`src/rtl/ifetch_axi_master.sv`:
```
// ifetch_axi_master
//
// Single-outstanding AXI4 read master sitting directly behind the IF stage.
// It takes the 14-bit instruction word address from IF, fetches one 32-bit
// word over AR/R, and hands it back with a one-cycle inst_valid pulse. While
// a fetch is in progress IF is held off through fetch_stall.
//
// Optional feature (compile-time macro IFETCH_BUF_EN):
//   Adds a one-entry buffer of {last word address, last instruction, valid}.
//   A request in IDLE that hits the buffer is answered one cycle later with
//   no bus traffic. The buffer is filled by every non-dropped OKAY response
//   and cleared only by reset. With the macro undefined every request goes
//   to the bus.
//
// Ports:
//   clk, rst         clock, synchronous active-high reset
//   pc_word          word address from IF
//   fetch_req        IF wants the instruction at pc_word
//   if_flush         discard any in-flight fetch
//   inst             fetched instruction, held until the next inst_valid
//   inst_valid       one-cycle pulse when inst is updated
//   inst_err         pulses with inst_valid when RRESP was not OKAY
//   fetch_stall      fetch_req & ~inst_valid
//   AR* / R*         AXI4 read address and read data channels

module ifetch_axi_master #(
  parameter int                    ID_WIDTH   = 4,
  parameter int                    ADDR_WIDTH = 32,
  parameter int                    DATA_WIDTH = 32,  // must be 32
  parameter logic [ADDR_WIDTH-1:0] BASE_ADDR  = 32'h0000_0000
) (
  input  logic                  clk,
  input  logic                  rst,
  // IF side
  input  logic [13:0]           pc_word,
  input  logic                  fetch_req,
  input  logic                  if_flush,
  output logic [DATA_WIDTH-1:0] inst,
  output logic                  inst_valid,
  output logic                  inst_err,
  output logic                  fetch_stall,
  // AXI read address channel
  output logic [ID_WIDTH-1:0]   ARID,
  output logic [ADDR_WIDTH-1:0] ARADDR,
  output logic [3:0]            ARLEN,
  output logic [2:0]            ARSIZE,
  output logic [1:0]            ARBURST,
  output logic                  ARVALID,
  input  logic                  ARREADY,
  // AXI read data channel
  input  logic [ID_WIDTH-1:0]   RID,
  input  logic [DATA_WIDTH-1:0] RDATA,
  input  logic [1:0]            RRESP,
  input  logic                  RLAST,
  input  logic                  RVALID,
  output logic                  RREADY
);

  localparam logic [DATA_WIDTH-1:0] NOP_INST = 'h0000_0013;  // addi x0,x0,0

  typedef enum logic [1:0] {
    IDLE = 2'd0,
    ADDR = 2'd1,
    DATA = 2'd2
  } state_t;

  state_t                  state_reg, state_next;
  logic [ADDR_WIDTH-1:0]   araddr_reg, araddr_next;
  logic                    drop_reg, drop_next;
  logic [DATA_WIDTH-1:0]   inst_reg, inst_next;
  logic                    inst_valid_reg, inst_valid_next;
  logic                    inst_err_reg, inst_err_next;

  logic [ADDR_WIDTH-1:0]   pc_byte;
  logic                    accept;
  logic                    buf_hit;
  logic [DATA_WIDTH-1:0]   buf_inst;

  // Single beat, single ID, no checking of RID/RLAST: only one transaction
  // can ever be outstanding, so the response is unambiguous.
  logic unused_inputs;
  assign unused_inputs = ^{RID, RLAST};

  // Zero-extended byte offset of the requested word.
  always_comb begin
    pc_byte       = '0;
    pc_byte[15:0] = {pc_word, 2'b00};
  end

  // A request is not taken in the inst_valid cycle: IF is still presenting
  // the address it was just answered for and only advances next cycle.
  assign accept = fetch_req & ~if_flush & ~inst_valid_reg;

`ifdef IFETCH_BUF_EN
  logic                  buf_valid_reg;
  logic [13:0]           buf_pc_reg;
  logic [DATA_WIDTH-1:0] buf_inst_reg;
  logic [13:0]           req_pc_reg;
  logic                  buf_fill;

  assign buf_hit  = buf_valid_reg & (buf_pc_reg == pc_word);
  assign buf_inst = buf_inst_reg;

  // Same condition under which inst is loaded with RDATA below.
  assign buf_fill = (state_reg == DATA) & RVALID & ~drop_reg & ~if_flush &
                    (RRESP == 2'b00);

  always_ff @(posedge clk) begin
    if (rst) begin
      buf_valid_reg <= 1'b0;
      buf_pc_reg    <= '0;
      buf_inst_reg  <= NOP_INST;
      req_pc_reg    <= '0;
    end else begin
      // Remember which word is on the bus so the response can be tagged.
      if ((state_reg == IDLE) && accept && !buf_hit) begin
        req_pc_reg <= pc_word;
      end
      if (buf_fill) begin
        buf_valid_reg <= 1'b1;
        buf_pc_reg    <= req_pc_reg;
        buf_inst_reg  <= RDATA;
      end
    end
  end
`else
  assign buf_hit  = 1'b0;
  assign buf_inst = NOP_INST;
`endif

  // State and output registers.
  always_ff @(posedge clk) begin
    if (rst) begin
      state_reg      <= IDLE;
      araddr_reg     <= BASE_ADDR;
      drop_reg       <= 1'b0;
      inst_reg       <= NOP_INST;
      inst_valid_reg <= 1'b0;
      inst_err_reg   <= 1'b0;
    end else begin
      state_reg      <= state_next;
      araddr_reg     <= araddr_next;
      drop_reg       <= drop_next;
      inst_reg       <= inst_next;
      inst_valid_reg <= inst_valid_next;
      inst_err_reg   <= inst_err_next;
    end
  end

  // Next-state and handshake outputs.
  always_comb begin
    state_next      = state_reg;
    araddr_next     = araddr_reg;
    drop_next       = drop_reg;
    inst_next       = inst_reg;
    inst_valid_next = 1'b0;
    inst_err_next   = 1'b0;
    ARVALID         = 1'b0;
    RREADY          = 1'b0;

    case (state_reg)
      IDLE: begin
        drop_next = 1'b0;
        if (accept) begin
          if (buf_hit) begin
            inst_next       = buf_inst;
            inst_valid_next = 1'b1;
          end else begin
            araddr_next = BASE_ADDR + pc_byte;
            state_next  = ADDR;
          end
        end
      end

      ADDR: begin
        // A flush cannot withdraw ARVALID; it only marks the data as dead.
        ARVALID = 1'b1;
        if (if_flush) begin
          drop_next = 1'b1;
        end
        if (ARREADY) begin
          state_next = DATA;
        end
      end

      DATA: begin
        RREADY = 1'b1;
        if (if_flush) begin
          drop_next = 1'b1;
        end
        if (RVALID) begin
          state_next = IDLE;
          drop_next  = 1'b0;
          // A flush arriving together with the data also kills it.
          if (!drop_reg && !if_flush) begin
            inst_valid_next = 1'b1;
            if (RRESP == 2'b00) begin
              inst_next = RDATA;
            end else begin
              inst_next     = NOP_INST;
              inst_err_next = 1'b1;
            end
          end
        end
      end

      default: begin
        state_next = IDLE;
      end
    endcase
  end

  assign inst        = inst_reg;
  assign inst_valid  = inst_valid_reg;
  assign inst_err    = inst_err_reg;
  assign fetch_stall = fetch_req & ~inst_valid_reg;

  assign ARID    = '0;
  assign ARADDR  = araddr_reg;
  assign ARLEN   = 4'd0;
  assign ARSIZE  = 3'b010;
  assign ARBURST = 2'b01;

endmodule

```
`config.mk`:
```
export PLATFORM = sky130hd
export DESIGN_NAME = ifetch_axi_master
export DESIGN_NICKNAME = d
export VERILOG_FILES = /design/src/rtl/ifetch_axi_master.sv
export SDC_FILE = /design/constraint.sdc
export NUM_CORES = 1
export LEC_CHECK = 0
export CORE_ASPECT_RATIO = 1.75
export CORE_MARGIN = 1.5
export CORE_UTILIZATION = 30
export CTS_CLUSTER_DIAMETER = 60
export DETAILED_ROUTE_END_ITERATION = 10
export PLACE_DENSITY = 0.72
export SYNTH_ARGS = -nofsm -noshare
export SYNTH_HDL_FRONTEND = slang
export SYNTH_SLANG_ARGS = --single-unit
export TNS_END_PERCENT = 5
```
`constraint.sdc`:
```
create_clock -name clk -period 1.9 [get_ports clk]
set_input_delay 0.19 -clock clk [delete_from_list [all_inputs] [get_ports clk]]
set_output_delay 0.19 -clock clk [all_outputs]
set_load 0.05 [all_outputs]
```
# Word level (Yosys, flattened, before mapping)
# Index checks and enable logic that the tools add are counted.
# Widths: inputs -> output; s select.
[word_totals]
ff_bits = 51
in_bits = 59
out_inout_bits = 82
word_cells = 42
[op_classes]
eq_ne = 5
muxes = 12
bitwise = 8
reduce_logical = 11
[op_table]
columns = ["op", "n"]
rows = [
  ["$mux 32", 1],
  ["$mux 1", 6],
  ["$mux 2", 3],
  ["$ne 2x2->1 const B", 3],
  ["$pmux 2 s3", 1],
  ["$reduce_and 3->1", 2],
  ["$not 1->1", 5],
  ["$logic_not 2->1", 2],
  ["$reduce_or 4->1", 1],
  ["$and 1x1->1", 3],
  ["$pmux 1 s3", 1],
  ["$reduce_bool 3->1", 1],
  ["$reduce_or 3->1", 1],
  ["$eq 2x1->1 const B", 1],
  ["$eq 2x2->1 const B", 1],
  ["$logic_not 1->1", 2],
  ["$reduce_and 2->1", 1],
  ["$logic_and 1x1->1", 1],
]

# Logic depth before layout (Yosys ltp)
[depth]
ltp_word = 5
depth_mapped = 6
ltp_nobuf = 5

# Least setup slack after synthesis
# OpenSTA, ideal clock, no wires.
[synth_timing]
path_kind = "reg2reg"
start = "register state_reg[1]"
end = "register state_reg[1]"
arrival_time_ns = 1.447
required_ns = 1.828
path_slack_ns = 0.381
stages_incl_launch_ff = 6
path_buffers = 0
synth_period_minus_slack_ns = 1.519
path_cell_list = "dfxtp_1 > inv_1 > ha_1 > nor2b_1 > a211oi_1 > mux2i_1"
[synth_via]
elab_chain_cells = 3
[synth_rtl]
columns = ["element", "line_no", "text"]
rows = [
  ["start: declaration", "67", "state_t state_reg, state_next;"],
  ["start signal: assignment", "141", "state_reg <= state_next;"],
  ["$eq 2x2->1 (tied with other cells)", "161", "case (state_reg)"],
  ["$ne 2x2->1 (no source line)", "n/a", ""],
  ["$reduce_and 3->1 (no source line)", "n/a", ""],
]
# Several ways; a longest one is shown, not always the timed one.
# A chain may end at the register's enable or synchronous reset.

# Final worst setup path
[layout_timing]
start = "register inst_valid_reg, in the netlist inst_valid"
end = "output port inst_valid"
[layout_lines]
columns = ["element", "line_no", "text"]
rows = [
  ["start: declaration", "71", "logic inst_valid_reg, inst_valid_next;"],
  ["start signal: assignment", "145", "inst_valid_reg <= inst_valid_next;"],
  ["end: declaration", "39", "output logic inst_valid,"],
]
# No word-level cell between the ends.

==> summary.txt <==
Route
  • DRC errors left: 0
  • Routed wire length: approximately 4.7 mm
  • Drt pass-1 iters: 3
  • DRT iter0 DRCs: 90
  • Antenna-violating nets left: 0
  • Via count: 1726
  • Vias per cell: 4.45
  • Wire per inst: 12.2 um

CTS
  • Worst-path clk slew: roughly 0.06 ns
  • Clock Sinks: 51
  • Clk_lat worst skew: 0.28 ns
  • CTS Root Cell: clkbuf_16
  • H-Tree Depth: 2
  • CTS Hold Bufs: 0
  • CTS buffer count: 5
  • Post-cts sizing count: 0
  • CTS tree: done
  • Post-CTS setup buffer count: 0
  • Clock buffer depth: 2

Synthesis
  • Ys async rst share: 0%
  • Post-Syn Instances: between 200 and 250
  • Most used DFF post-synth: dfxtp_1
  • Syn_area_per_cell: 10.2 sq um
  • Synth Area in Compound Gates: just under 20%
  • Synth Area in Adders: 3.04%
  • FF+latch count, synth: 51
  • Mux share of post-synthesis cell area: 0.487%
  • Xor/xnor share of the synthesized area: 0%
  • Number of synthesized flops with an enable pin: 0
  • Count of unique library cells instantiated by Yosys: 29
  • Simple-gate share of the synthesized area: 11.5%
  • Synth warn: 0
  • Seq/Total Area, Yosys: 49.6%
  • Largest family of logic cells by synthesized area: compound AO/OA/AOI/OAI gates
  • Cell Area, Synth: 2060 sq um

Job
  • Max cap viols: 0

Layout
  • Area grow syn2layout: 57.7%
  • Layout cell share with drive strength beyond 1: 6.21%
  • Ant. Diodes: 0
  • Number of flip-flops in the largest register: 32
  • Fin area: 3240 sq um
  • Nets: 369

Critical path
  • Worst r2r src: state_reg[0]
  • Critical Path Sink Type: output pin
  • Setup crit start kind: flop
  • Crit path DAT: around 1.5 ns
  • Critical Path Start: inst_valid
  • Cells along the critical path: clkdlybuf4s50_1
  • Buffers & Inverters on Critical Path: 1
  • Register-to-register setup slack: 0.42 ns
  • FF-to-FF path depth: 5
  • Worst Path Max Fanout: 5
  • Delay-heaviest family, CP: buffers and inverters
  • Max incr delay on CP: between 0.8 and 0.9 ns
  • WS Path Type: reg2out
  • Worst flop-to-flop path endpoint: state_reg[1]
  • Req. time, crit path: between 1.5 and 2 ns
  • Slowest cell on crit path: clkdlybuf4s50_1

Placed design
  • Post-place instance area: 3070 sq um
  • HPWL Detailed: 3.53 mm
  • Final RePlAce weighted congestion: 0.680
  • Port Buffers: 104

Power and ir drop
  • Pleak: between 0.001 and 0.0015 uW
  • Internal power: 1880 uW
  • Switching part of the total: 26.8%
  • Max IR drop VDD: 0.000398 V
  • Part of the power in combinational logic: 18.2%
  • PD cells: 792 nW/um^2
  • Part of the power in registers: 42.8%
  • Sw Pwr: ~700 uW
  • Clk pwr share: 38.9%

Timing
  • Fin. Hold Viols: 0
  • Slew at the pin closest to its max-slew limit: 0.533 ns
  • Fmax: about 0.6 GHz
  • Setup Skew: approximately 0.0028 ns
  • Fin. max-slew vios: 0
  • RSZ-0062 raised after global routing: no
  • Final worst path period need: 1.69 ns
  • Setup Viol. Count Final: 0
  • WHS: 0.453 ns
  • Setup TNS Final: 0 ns
  • Fin crit share: between 80% and 90%
  • Slew margin rel.: 64.3%

Floorplanning
  • Num rows: 39
  • Core Region: 6590 sq um
  • Horiz. Die Dim: between 60 and 70 um
  • Die Area: roughly 7400 sq um
  • Ports: 141
  • Die Y: 113 um
  • Initial Util: between 30% and 40%

GRT
  • Initial antenna violation count: 0
  • GRT Resource Usage Total: 13.5%
  • Met3 Use GR: between 3 and 4%
  • Largest net degree at the start of global routing: 30
  • Met2 Use GR: between 20% and 30%
  • Met1 usage: 14.5%
  • Most Crowded Layer GR: met2
  • Total grt overflow: 0
  • Global-route wire length before repair: 7.83 mm
  • Vias in the first global route: 1676

Hold path
  • Beginning of the worst hold path: ARADDR[8]
  • Hold path cells: 2
  • Min-delay worst type: reg2reg
  • Hold worst-path end: ARADDR[8]

Outcome
  • Status: finished, final reports clean
-- cell type report --
type / instances / area (sq um)
clock buffers: 5 / 125
clock inverters: 3 / 43.8
fillers: 643 / 3340
inverters: 4 / 15.0
multi-input cells: 135 / 835
flip-flops and latches: 51 / 1020
well taps: 82 / 103
repair buffers: 108 / 1100
-- logic make-up (layout without fill, tap and decap cells) --
group,after synthesis,after routing
compound gates,54,54
flops,51,51
buf+inv,45,120
simple gates,44,44
fa+ha+maj,5,5
other cells,2,31
mux,1,1
-- worst max path at each step --
stage | end | slack [ns] | cells past startpoint
2_1_floorplan | state_reg[1] | 0.38 | 5
3_3_place_gp | inst[21] | 0.16 | 5
3_5_place_dp | state_reg[1] | 0.15 | 4
4_1_cts | inst_valid | 0.19 | 1
5_1_grt | inst_valid | 0.16 | 1
6_report | inst_valid | 0.21 | 1
-- power groups by stage --
stage	clock network [uW]	logic (uW)	registers, uW
5_1_grt	1080	499	1100
6_report	1000	468	1100
2_1_floorplan	0	281	1190
4_1_cts	1040	471	1100
3_3_place_gp	0	467	1120
3_5_place_dp	0	469	1130
-- layout by cell type (no fill, tap or decap), drive strengths merged, types with 2 or more instances in the layout --
cell / count
clkinv: 2
conb: 31
nand2: 30
clkbuf: 5
clkdlybuf4s50: 101
a21oi: 16
ha: 5
dfxtp: 51
a211oi: 2
a22o: 29
o22a: 3
inv: 4
buf: 7
nor2b: 4
-- metrics by stage --
step	util [%]	setup slack (ns)	power, uW	instances
floorplan	-	0.381	1470	231
global placement	46.7	0.162	1590	380
detailed placement	46.7	0.148	1590	380
CTS	49.2	0.193	2620	388
global route	49.2	0.160	2690	388
finish	49.2	0.214	2570	388
-- cell usage after synthesis (all sizes together), types with 2 or more instances --
library cell   n  area (sq um)
ha             5          62.6
a211oi         2          15.0
o22a           3          26.3
nor2b          4          25.0
conb           2          7.51
inv            4          15.0
nand2         30           113
buf           39           292
dfxtp         51          1020
clkbuf         2          7.51
a22o          29           254
a21oi         16          80.1
-- routing by layer --
layer | vias to the layer above | routed length (um) | part of all wire (%)
li1 | 843 | - | -
met1 | 786 | 1830 | 39
met2 | 92 | 2460 | 52
met3 | 5 | 361 | 7.6
met4 | 0 | 73 | 1.5
met5 | - | 0 | 0
Note: power is estimated with default switching activity, not from simulation.
